==> config.mk <==
export PLATFORM = sky130hd
export DESIGN_NAME = fetch_stage
export DESIGN_NICKNAME = d
export VERILOG_FILES = /design/src/rtl/params_pkg.sv /design/src/rtl/fetch_skid_buf.sv /design/src/rtl/fetch_stage.sv
export SDC_FILE = /design/constraint.sdc
export NUM_CORES = 1
export LEC_CHECK = 0
export CAP_MARGIN = 5
export CORE_MARGIN = 2
export CORE_UTILIZATION = 30
export CTS_BUF_LIST = sky130_fd_sc_hd__clkbuf_4
export DETAILED_ROUTE_END_ITERATION = 7
export PLACE_DENSITY = 0.54
export RECOVER_POWER = 100
export SYNTH_ARGS = -nofsm -noshare
export SYNTH_HDL_FRONTEND = slang
export SYNTH_SLANG_ARGS = --single-unit
==> constraint.sdc <==
create_clock -name clk_i -period 5.15 [get_ports clk_i]
set_clock_uncertainty 0.2 [all_clocks]
set_input_delay 0.7725 -clock clk_i [delete_from_list [all_inputs] [get_ports clk_i]]
set_output_delay 0.7725 -clock clk_i [all_outputs]
set_load 0.03 [all_outputs]
==> src/rtl/params_pkg.sv <==
// Shared fetch-path types and widths: instruction word, fetch FSM states, skid entry payload.
package params_pkg;

    localparam int unsigned ADDR_WIDTH = 32;
    localparam int unsigned DATA_WIDTH = 32;

    localparam logic [ADDR_WIDTH-1:0] RESET_PC_DEFAULT = ADDR_WIDTH'(32'h0000_1000);

    typedef logic [DATA_WIDTH-1:0] instruction_t;

    typedef enum logic [1:0] {
        S_REQ   = 2'd0,
        S_WAIT  = 2'd1,
        S_HOLD  = 2'd2,
        S_DRAIN = 2'd3
    } fetch_state_e;

    typedef struct packed {
        logic [ADDR_WIDTH-1:0] pc;
        instruction_t          instr;
    } fetch_entry_t;

endpackage

==> src/rtl/fetch_skid_buf.sv <==
// One-entry {pc, instruction} holding buffer used while decode stalls; flush wins over load/unload.
module fetch_skid_buf
    import params_pkg::*;
(
    input  logic         clk_i,
    input  logic         rst_i,
    input  logic         load,
    input  logic         unload,
    input  logic         flush,
    input  fetch_entry_t wr_entry,
    output fetch_entry_t rd_entry,
    output logic         full
);

    always_ff @(posedge clk_i) begin
        if (rst_i) begin
            full     <= 1'b0;
            rd_entry <= '0;
        end else if (flush) begin
            full <= 1'b0;
        end else if (load) begin
            full     <= 1'b1;
            rd_entry <= wr_entry;
        end else if (unload) begin
            full <= 1'b0;
        end
    end

endmodule

==> src/rtl/fetch_stage.sv <==
// Instruction fetch front end: PC, single-outstanding imem reads, stall skid and redirect squash.
// Optional performance counters are built when FETCH_PERF_EN is defined.
module fetch_stage
    import params_pkg::*;
#(
    parameter logic [ADDR_WIDTH-1:0] RESET_PC = RESET_PC_DEFAULT
) (
    input  logic                  clk_i,
    input  logic                  rst_i,
    input  logic                  stall_i,
    input  logic                  is_jump_i,
    input  logic                  branch_taken_i,
    input  logic [ADDR_WIDTH-1:0] target_pc_i,
    output logic                  imem_req_o,
    output logic [ADDR_WIDTH-1:0] imem_addr_o,
    input  logic                  imem_gnt_i,
    input  logic                  imem_rsp_valid_i,
    input  logic [DATA_WIDTH-1:0] imem_rsp_data_i,
`ifdef FETCH_PERF_EN
    output logic [31:0]           perf_fetched_o,
    output logic [31:0]           perf_stall_o,
`endif
    output logic                  valid_o,
    output logic [ADDR_WIDTH-1:0] pc_o,
    output instruction_t          instruction_o
);

    localparam logic [ADDR_WIDTH-1:0] PC_STEP    = ADDR_WIDTH'(4);
    localparam logic [ADDR_WIDTH-1:0] ALIGN_MASK = ~ADDR_WIDTH'(3);

    fetch_state_e          state_q, state_d;
    logic [ADDR_WIDTH-1:0] pc_q, pc_d;
    logic                  valid_d;
    logic [ADDR_WIDTH-1:0] pc_out_d;
    instruction_t          instr_out_d;

    logic redirect, consume, out_free, drain_needed;
    logic skid_load, skid_unload, skid_flush, skid_full;
    fetch_entry_t skid_wr, skid_rd;

    assign redirect    = is_jump_i | branch_taken_i;
    assign consume     = valid_o & ~stall_i;
    assign out_free    = ~valid_o | ~stall_i;
    assign imem_req_o  = (state_q == S_REQ) & ~rst_i;
    assign imem_addr_o = pc_q;
    assign skid_wr     = '{pc: pc_q, instr: imem_rsp_data_i};

    // A request stays in flight past a redirect unless its response lands in the same cycle.
    assign drain_needed = ((state_q == S_REQ) & imem_gnt_i)
                        | (((state_q == S_WAIT) | (state_q == S_DRAIN)) & ~imem_rsp_valid_i);

    fetch_skid_buf u_skid (
        .clk_i    (clk_i),
        .rst_i    (rst_i),
        .load     (skid_load),
        .unload   (skid_unload),
        .flush    (skid_flush),
        .wr_entry (skid_wr),
        .rd_entry (skid_rd),
        .full     (skid_full)
    );

    always_comb begin
        state_d     = state_q;
        pc_d        = pc_q;
        valid_d     = valid_o & ~consume;
        pc_out_d    = pc_o;
        instr_out_d = instruction_o;
        skid_load   = 1'b0;
        skid_unload = 1'b0;
        skid_flush  = 1'b0;

        if (redirect) begin
            pc_d       = target_pc_i & ALIGN_MASK;
            valid_d    = 1'b0;
            skid_flush = 1'b1;
            state_d    = drain_needed ? S_DRAIN : S_REQ;
        end else begin
            unique case (state_q)
                S_REQ: begin
                    if (imem_gnt_i) state_d = S_WAIT;
                end
                S_WAIT: begin
                    if (imem_rsp_valid_i) begin
                        pc_d = pc_q + PC_STEP;
                        if (out_free) begin
                            valid_d     = 1'b1;
                            pc_out_d    = pc_q;
                            instr_out_d = imem_rsp_data_i;
                            state_d     = S_REQ;
                        end else begin
                            skid_load = 1'b1;
                            state_d   = S_HOLD;
                        end
                    end
                end
                S_HOLD: begin
                    if (out_free) begin
                        valid_d     = skid_full;
                        pc_out_d    = skid_rd.pc;
                        instr_out_d = skid_rd.instr;
                        skid_unload = 1'b1;
                        state_d     = S_REQ;
                    end
                end
                S_DRAIN: begin
                    if (imem_rsp_valid_i) state_d = S_REQ;
                end
                default: state_d = S_REQ;
            endcase
        end
    end

    always_ff @(posedge clk_i) begin
        if (rst_i) begin
            state_q       <= S_REQ;
            pc_q          <= RESET_PC;
            valid_o       <= 1'b0;
            pc_o          <= '0;
            instruction_o <= '0;
        end else begin
            state_q       <= state_d;
            pc_q          <= pc_d;
            valid_o       <= valid_d;
            pc_o          <= pc_out_d;
            instruction_o <= instr_out_d;
        end
    end

`ifdef FETCH_PERF_EN
    // Saturating event counters: delivered instructions and stalled-valid cycles.
    always_ff @(posedge clk_i) begin
        if (rst_i) begin
            perf_fetched_o <= '0;
            perf_stall_o   <= '0;
        end else begin
            if (consume && (perf_fetched_o != '1))
                perf_fetched_o <= perf_fetched_o + 32'd1;
            if (valid_o && stall_i && (perf_stall_o != '1))
                perf_stall_o <= perf_stall_o + 32'd1;
        end
    end
`endif

endmodule
==> impl_results.md, run 1 <==
* Clock root cell: clkbuf_4
* Crit path time final at approximately 3800 ps
* Met2 global-route usage at 26.8%
* Vias at roughly 6,100
* Most Crowded Layer GR: met2
* Synthesized cell area at between 6000 and 7000 µm²
* Sw Pwr at 0.000765 W
* Critical Path, Cell by Cell: dlygate4sd3_1, or2_0, a221oi_1, clkbuf_1, nor2_1, a211oi_1
* WS Path Type: in2reg
* RSZ-0062 raised after global routing: no
* Yosys top cell by area: dfxtp_1
* Fraction of layout cells with a size suffix above 1 at 5.08%
* Core area at between 20,000 and 25,000 µm²
* Peak supply drop at roughly 0.00013 V
* Async set-reset flop share out of synthesis at 0%
* Mapped Cells at about 800
* Setup TNS at 0 ps
* Largest net degree at the start of global routing at 85
* WL final at 19.8 mm
* Area Overhead vs Synth at 28.8%
* CP max FO at 40
* Most frequent cells after synthesis: 158 x dfxtp_1, 148 x nand2_1, 99 x nor2_1
* Iter 0 DRT Violations at 337
* Starting Density at roughly 31%
* Die width at 156 µm
* Failing checks: max-capacitance violations, max-slew violations
* Static Leakage at 3.03 nW
* Htree depth at 4
* Placer congestion estimate at between 0.7 and 0.8
* Total track usage at about 16%
* Die height at 156 µm
* Sequential power share at 52.4%
* Clock sink count at about 160
* Drt pass-1 iters at 4
* Number of synthesized flops with an enable pin at 0
* Port Buffers at about 160
* Delay of the slowest cell on the worst path at between 1000 and 1500 ps
* Final nets at 1,007
* PostCTS Resize Cnt at 0
* M1 GR Usage at a little over a fifth
* Clock group share of total power at between 30% and 40%
* Clock latency on the worst-skew pair at 560 ps
* Hold Crit Class: reg2reg
* Top cells by area, synth: dfxtp_1 46%, mux2i_1 9.0%, a211oi_1 8.0%
* Hold Vio Cnt, Final at 0
* Worst reg2reg path startpoint: state_q[1]
* Part of the power in combinational logic at between 10% and 20%
* Post-CTS setup buffers at 0
* Synth top area share at ~46%
* Status: finished, violations left
* Sw frac at a little under a third
* Die Footprint at between 20,000 and 25,000 µm²
* Worst setup path start: branch_taken_i
* Slew Limit Headroom at -32.4%
* Max Freq at 261 MHz
* Clock Tree Buf Depth at 2
* Met3 usage at 3.50%
* Row cnt at 55
* Final-report max-slew violation count at roughly 210
* Synth warn at 0
* Max-cap violations at 4
* Drt via density at 4.96
* Mean Syn Cell Area at about 8.5 µm²
* First-pass GRT wire length at approximately 31 mm
* Endpoints failing setup at 0
* Slowest cell on the critical path: clkbuf_1
* DRC Markers at 0
* Number of synthesized register bits at ~160
* Critical Path Sink Type: register
* Count leader, synth: dfxtp_1
* Period utilization at about three quarters
* CTS tree: built
* Post-synth top flop: dfxtp_1
* Worst-margin pin slew at 1980 ps
* Post-CTS Hold Fix Bufs at 0
* DPL Wire Length at 12.8 mm
* Initial antenna violation count at 2
* Synth cell types at between 40 and 50
* Pwr per Cell Area at between 200 and 300 nW/µm²
* Min setup slack post-route at around 1300 ps
* Routed Antenna Nets at 0
* Post-synthesis sequential area ratio at 45.8%
* Worst slack at placement at ~1700 ps
* Int Power at 0.00175 W
* CTS buffer count at 17
* DR WL/cell at approximately 16 µm
* Number of global-route vias before repair at approximately 5,600
* Global route total overflow at 0
* WP data arrival at 4090 ps
* Hold Path Origin: u_skid.rd_entry[35]
* Required time worst endpoint at 5400 ps
* Clock slew at reported path FFs at 130 ps
* Ports at between 150 and 200
* Crit path launch type: primary input
-- cells in the final DEF (no fill, tap or decap), types with 9 or more instances in the layout --
cell	Yosys	routed
dfxtp_1	158	158
nand2_1	148	148
nor2_1	99	98
dlygate4sd3_1	0	95
a211oi_1	74	74
a21oi_1	66	66
clkdlybuf4s50_1	0	66
mux2i_1	62	62
clkbuf_4	0	18
a311oi_1	14	14
nand3_1	12	12
or4_1	12	12
nand4_1	9	9
o31ai_1	9	9
nor4_1	9	9
nor3_1	9	9
-- state kept, by name (all words and copies together) (netlist names) --
signal,flops
u_skid.rd_entry,62
imem_addr_o,30
u_skid.full,1
instruction_o,32
pc_o,30
valid_o,1
state_q,2
-- final timing paths --
path	to	slack (ps)	cells after the start
setup / recovery	instruction_o[0]	1310	6
hold / removal	u_skid.rd_entry[35]	260	2
setup reg to reg	instruction_o[0]	1710	7
hold reg to reg	u_skid.rd_entry[35]	260	2
-- layout make-up --
type	instances	area, µm²
clock inverters	14	143
clock buffers	18	135
inverters	4	15.0
fillers	2298	13700
diodes	1	2.50
well taps	285	357
repair buffers	170	1680
flip-flops and latches	158	3160
multi-input cells	580	3410
-- logic make-up after synthesis --
group | after synthesis | share of synthesized area, %
other | 1 | 0.0543
buffers and inverters | 78 | 5.39
muxes | 62 | 8.98
xor gates and xnor gates | 10 | 1.27
DFF | 158 | 45.8
and+or+nand+nor | 321 | 20.5
adders and majority gates | 5 | 0.905
AOI/OAI and AO/OA | 178 | 17.1
-- per-stage QoR --
step                std cells  utilization (%)  hold slack (ps)  power [W]  cell area [µm²]
floorplan                 816                -              236    0.00160             6920
global placement         1197             38.2              241    0.00180             8660
detailed placement       1197             38.2              246    0.00180             8660
CTS                      1229             39.5              263    0.00258             8940
global route             1230             39.3              276    0.00265             8900
finish                   1230             39.3              262    0.00251             8900
-- power groups by stage --
stage / registers, W / logic [W] / clock network [W]
after global routing: 0.00133 / 0.000470 / 0.000855
after global placement: 0.00135 / 0.000450 / 0
after floorplan: 0.00141 / 0.000191 / 0
final: 0.00132 / 0.000434 / 0.000762
after CTS: 0.00132 / 0.000454 / 0.000803
after detailed placement: 0.00135 / 0.000452 / 0
-- worst max-delay path: cells and delay by family --
family,cells,cell delay [ps]
buffers and inverters,2,1900
and+or+nand+nor,2,650
AOI/OAI and AO/OA,2,750
-- per-layer routing --
metal	up-vias	part of all wire [%]
li1	3123	-
met1	2851	47
met2	115	48
met3	12	3.7
met4	0	1.1
met5	-	0
Power figures use the tool's default switching activity.
==> run 2: changes to the inputs <==
==> constraint.sdc (replaced) <==
create_clock -name clk_i -period 3.8 [get_ports clk_i]
set_clock_uncertainty 0.2 [all_clocks]
set_input_delay 0.57 -clock clk_i [delete_from_list [all_inputs] [get_ports clk_i]]
set_output_delay 0.57 -clock clk_i [all_outputs]
set_load 0.03 [all_outputs]
==> impl_results.md, run 2 (synthesized netlist as in run 1, its figures left out) <==
* Status: finished, violations left
* Failing checks: max-slew violations
* Starting Density at 30.5% (unchanged)
* Reg2Reg Setup Slack at 700 ps (-1010 ps)
* Hold Vio Cnt, Final at 0 (unchanged)
* Vias at 6,068 (-0.54%)
* WP data arrival at 3360 ps (-730 ps)
* Placed cells at 1,199 (+0.17%)
* WS Path Type: reg2reg
* Final Non-Filler Cells at 1,232 (+0.16%)
* Htree depth at 4 (unchanged)
* Die width at 156 µm (unchanged)
* Worst slack at placement at 558 ps (-1130 ps)
* RSZ-0062 raised after global routing: no
* Drt via density at 4.93 (-0.70%)
* Ports at 169 (unchanged)
* DR WL/cell at 16.2 µm (+0.75%)
* Hold Crit Class: reg2reg
* CTS buffer count at 17 (unchanged)
* First-pass GRT wire length at 31.6 mm (+0.77%)
* Sw Pwr at 0.00104 W (+36%)
* Final nets at 1,009 (+0.20%)
* Crit path time final at roughly 3100 ps
* Setup TNS at 0 ps (unchanged)
* Commonest non-fill, non-tap cell in the layout: dfxtp_1
* Die height at 156 µm (unchanged)
* Period utilization at approximately 82%
* Int Power at 0.00244 W (+40%)
* WL final at 19.9 mm (+0.92%)
* DPL Wire Length at 12.7 mm (-0.56%)
* Clock Tree Buf Depth at 2 (unchanged)
* Number of flip-flops in the largest register at 62 (unchanged)
* Post-CTS setup buffers at 0 (unchanged)
* Largest net degree at the start of global routing at 159 (+87%)
* DRC Markers at 0 (unchanged)
* Post-layout power at 0.00348 W (+39%)
* Drt pass-1 iters at 4 (unchanged)
* Crit path launch type: register
* Critical Path Sink Type: register
* Max-cap violations at 0 (-4)
* CP max FO at 84 (+110%)
* Global route total overflow at 0 (unchanged)
* Final-report max-slew violation count at 28 (-87%)
* Part of the power in combinational logic at 16.8% (-0.5 points)
* PostCTS Resize Cnt at 0 (unchanged)
* Port Buffers at 162 (unchanged)
* Static Leakage at 3.06 nW (+1.1%)
* Slew Limit Headroom at -0.0358% (+32 points)
* Area Overhead vs Synth at 29.5%
* Peak supply drop at 0.000223 V (+70%)
* Core area at 22,600 µm² (unchanged)
* Clock root cell: clkbuf_4
* Clock latency on the worst-skew pair at 560 ps (about the same)
* Sequential power share at 51.2% (-1.2 points)
* Clock sink count at 158 (unchanged)
* Min setup slack post-route at 696 ps (-616 ps)
* Endpoints failing setup at 0 (unchanged)
* Clock group share of total power at 32.0% (+1.7 points)
* Required time worst endpoint at 4050 ps (-1350 ps)
* Die Footprint at 24,300 µm² (unchanged)
* Post-CTS Hold Fix Bufs at 0 (unchanged)
* Most frequent cells in the layout: 158 x dfxtp_1, 148 x nand2_1, 97 x nor2_1
* Fraction of layout cells with a size suffix above 1 at 5.07% (-0.011 points)
* Worst-margin pin slew at 1500 ps (-478 ps)
* Row cnt at 55 (unchanged)
* Number of global-route vias before repair at 5,656 (+0.27%)
* Placer congestion estimate at 0.738 (-0.15%)
* Total track usage at 16.6% (+0.13 points)
* Max Freq at about 320 MHz
* Pwr per Cell Area at 389 nW/µm² (+38%)
* Routed Antenna Nets at 0 (unchanged)
* Sw frac at 29.9% (-0.54 points)
* Largest regs: u_skid.rd_entry: 62 flops, instruction_o: 32 flops
* Iter 0 DRT Violations at 295 (-12%)
* Largest Register: u_skid.rd_entry
* Initial antenna violation count at 2 (unchanged)
* Clock slew at reported path FFs at 130 ps (about the same)
* CTS tree: built
==> run 2: cell count changes in the layout (fill, tap and decap cells not counted), sizes merged <==
| cell | before | now |
|---|---|---|
| bufinv | 2 | 3 |
| clkdlybuf4s50 | 66 | 67 |
| clkinvlp | 0 | 1 |
| buf | 6 | 9 |
| clkinv | 10 | 7 |
| dlygate4sd3 | 95 | 94 |
==> run 2: path summary, 6_finish.rpt <==
kind | start | to | cells after the start
max | state_q[1] | instruction_o[9] | 7
min | u_skid.rd_entry[46] | u_skid.rd_entry[46] | 2
max reg2reg | state_q[1] | instruction_o[9] | 7
min reg2reg | u_skid.rd_entry[46] | u_skid.rd_entry[46] | 2
==> run 2: cell type report <==
type | instances | area, µm²
clock buffers | 19 | 143
fillers | 2343 | 13700
well taps | 285 | 357
inverters | 4 | 15.0
clock inverters | 13 | 165
diodes | 1 | 2.50
repair buffers | 172 | 1720
flip-flops and latches | 158 | 3160
multi-input cells | 580 | 3380
==> run 2: power groups by stage <==
| stage | clock network (W) | registers, W | logic, W |
|---|---|---|---|
| 2_1_floorplan | 0 | 0.00191 | 0.000258 |
| 3_3_place_gp | 0 | 0.00182 | 0.000612 |
| 3_5_place_dp | 0 | 0.00182 | 0.000613 |
| 4_1_cts | 0.00117 | 0.00179 | 0.000616 |
| 5_1_grt | 0.00125 | 0.00180 | 0.000631 |
| 6_report | 0.00112 | 0.00178 | 0.000583 |
==> run 2: stage by stage <==
step / util [%] / hold slack (ps) / area [µm²]
global placement: 38.5 / 241 / 8710
finish: 39.5 / 261 / 8950
detailed placement: 38.5 / 247 / 8710
floorplan: - / 236 / 6920
global route: 39.5 / 277 / 8950
CTS: 39.8 / 265 / 9020
==> run 2: routing by layer <==
layer	up-vias	GRT usage (%)	share of wire [%]
li1	3123	-	-
met1	2812	22.0	47
met2	114	26.5	47
met3	19	4.19	4.4
met4	0	5.11	1.6
met5	-	0	0
==> run 2: worst max-delay path, stage by stage, from the launching register on <==
cell and delay, ps:
dfxtp_1 400, inv_1 70, ha_1 280, nand2b_1 190
a221oi_1 310, buf_2 1160, nor2_1 80, a211oi_1 270
==> run 3: changes to the inputs <==
--- a/config.mk
+++ b/config.mk
@@ -10,7 +10,7 @@
 export CORE_UTILIZATION = 30
 export CTS_BUF_LIST = sky130_fd_sc_hd__clkbuf_4
 export DETAILED_ROUTE_END_ITERATION = 7
-export PLACE_DENSITY = 0.54
+export PLACE_DENSITY = 0.56
 export RECOVER_POWER = 100
 export SYNTH_ARGS = -nofsm -noshare
 export SYNTH_HDL_FRONTEND = slang
==> constraint.sdc (replaced) <==
create_clock -name clk_i -period 2.5 [get_ports clk_i]
set_clock_uncertainty 0.2 [all_clocks]
set_input_delay 0.375 -clock clk_i [delete_from_list [all_inputs] [get_ports clk_i]]
set_output_delay 0.375 -clock clk_i [all_outputs]
set_load 0.03 [all_outputs]
==> impl_results.md, run 3 (synthesized netlist as in run 1, its figures left out) <==
* Placer congestion estimate at 0.812 (+10%)
* Initial antenna violation count at 1 (-1)
* DR WL/cell at 15.6 µm (-3.7%)
* Setup TNS at 0 ps (unchanged)
* Crit path time final at 2390 ps (-711 ps)
* Total track usage at 16.6% (+0.026 points)
* Starting Density at 30.5% (unchanged)
* Slew Limit Headroom at 48.5% (+49 points)
* Final nets at 1,053 (+4.4%)
* Slowest cell on the critical path: or4_4
* Routed Antenna Nets at 0 (unchanged)
* Ports at 169 (unchanged)
* Most frequent cells in the layout: 157 x dfxtp_1, 148 x nand2_1, 97 x nor2_1
* Clock group share of total power at 26.6% (-5.4 points)
* Worst-margin pin slew at 773 ps (-728 ps)
* DRC Markers at 0 (unchanged)
* Largest Register: u_skid.rd_entry
* Drt pass-1 iters at 4 (unchanged)
* Die Footprint at 24,300 µm² (unchanged)
* Required time worst endpoint at 2760 ps (-1290 ps)
* Clock sink count at 158 (unchanged)
* CTS buffer count at 17 (unchanged)
* Part of the power in combinational logic at 20.0% (+3.2 points)
* Core Util, Final at 40.9% (+1.3 points)
* Endpoints failing setup at 0 (unchanged)
* Static Leakage at 3.17 nW (+3.5%)
* Die height at 156 µm (unchanged)
* CTS tree: built
* Commonest non-fill, non-tap cell in the layout: dfxtp_1
* Htree depth at 4 (unchanged)
* Clock slew at reported path FFs at 150 ps (+20 ps)
* Max Freq at 418 MHz (+30%)
* WL final at 19.9 mm (-0.31%)
* Number of flip-flops in the largest register at 62 (unchanged)
* Iter 0 DRT Violations at 341 (+16%)
* Global route total overflow at 0 (unchanged)
* WP data arrival at 2650 ps (-710 ps)
* Hold Crit Class: in2reg
* Final-report max-slew violation count at 0 (-100%)
* Status: finished, final reports clean
* DPL Wire Length at 13.6 mm (+6.4%)
* Buf+Inv Stages, Crit Path at 1 (-1)
* Fraction of layout cells with a size suffix above 1 at 9.71% (+4.6 points)
* Critical Path Sink Type: register
* Clock Tree Buf Depth at 2 (unchanged)
* Peak supply drop at 0.000250 V (+12%)
* CP top delay family: simple AND/OR/NAND/NOR gates
* Period utilization at 95.7% (+14 points)
* Core area at 22,600 µm² (unchanged)
* Crit path launch type: register
* Drt via density at 4.87 (-1.1%)
* Area Overhead vs Synth at 33.9%
* Fillers at 2,301 (-1.8%)
* CP max FO at 6 (-93%)
* Largest net degree at the start of global routing at 79 (-50%)
* Int Power at 0.00346 W (+42%)
* Sw Pwr at 0.00156 W (+49%)
* Sequential power share at 53.4% (+2.2 points)
* Clock root cell: clkbuf_4
* Delay of the slowest cell on the worst path at 590 ps (-570 ps)
* Hold Vio Cnt, Final at 0 (unchanged)
* Max-cap violations at 0 (unchanged)
* Sw frac at 31.0% (+1.1 points)
* Pwr per Cell Area at 542 nW/µm² (+39%)
* Clock latency on the worst-skew pair at 560 ps (about the same)
* Largest regs: u_skid.rd_entry: 62 flops, instruction_o: 32 flops
* First-pass GRT wire length at 31.8 mm (+0.63%)
* Critical Path, Cell by Cell: inv_1, ha_4, nand3_4, or4_4, or4_1, a311oi_2
* Post-CTS Hold Fix Bufs at 0 (unchanged)
* Die width at 156 µm (unchanged)
* Number of global-route vias before repair at 5,860 (+3.6%)
* Row cnt at 55 (unchanged)
* WS Path Type: reg2reg
* Port Buffers at 162 (unchanged)
* Vias at 6,210 (+2.3%)
run 3: worst register-to-register path: cells and delay by family (launching register included):
kind	cells	cell delay (ps)
and+or+nand+nor	3	1240
DFF	1	330
AOI/OAI and AO/OA	1	290
adders and majority gates	1	170
buffers and inverters	1	100
run 3: through the flow:
step                      hold slack (ps)  power, W  worst slack (ps)  std cells  cell area [µm²]
after floorplan                       236   0.00330              28.2        816             6920
after global placement                241   0.00377              -231       1243             9110
after detailed placement              247   0.00377              -254       1243             9110
after CTS                            44.4   0.00514              2.26       1274             9340
after global routing                 68.8   0.00530             -13.8       1275             9250
final                                98.9   0.00501               107       1275             9250
run 3: timing repair:
item / CTS / global route
endpoints found under the setup margin: 0 / 3
setup buffers: 0 / 0
resized for setup: 0 / 5
run 3: layer usage:
layer	vias to the layer above	track usage, %	share of wire, %
met5	-	0	0
met2	132	27.3	47
met4	0	4.24	1.1
met1	2851	21.8	47
met3	17	4.17	4.6
li1	3210	-	-
run 3: area by class of cell:
class | count | area (µm²) | area share (%)
well taps | 285 | 357 | 3.85
inverters | 4 | 15.0 | 0.162
clock buffers | 20 | 150 | 1.62
clock inverters | 11 | 72.6 | 0.784
repair buffers | 216 | 2050 | 22.2
flip-flops and latches | 158 | 3160 | 34.2
diodes | 1 | 2.50 | 0.0270
multi-input cells | 580 | 3440 | 37.2
run 3: path summary, 6_finish.rpt:
path	from	to	slack [ps]	cells after the start
setup / recovery	state_q[1]	imem_addr_o[21]	110	6
hold / removal	rst_i	u_skid.rd_entry[59]	100	2
setup reg to reg	state_q[1]	imem_addr_o[21]	110	6
hold reg to reg	u_skid.rd_entry[30]	u_skid.rd_entry[30]	260	2
run 3: power by group through the flow:
stage | Sequential (W) | Clock (W) | Combinational (W)
6_report | 0.00268 | 0.00133 | 0.00100
3_5_place_dp | 0.00273 | 0 | 0.00104
5_1_grt | 0.00269 | 0.00152 | 0.00108
4_1_cts | 0.00268 | 0.00142 | 0.00104
3_3_place_gp | 0.00273 | 0 | 0.00104
2_1_floorplan | 0.00291 | 0 | 0.000393
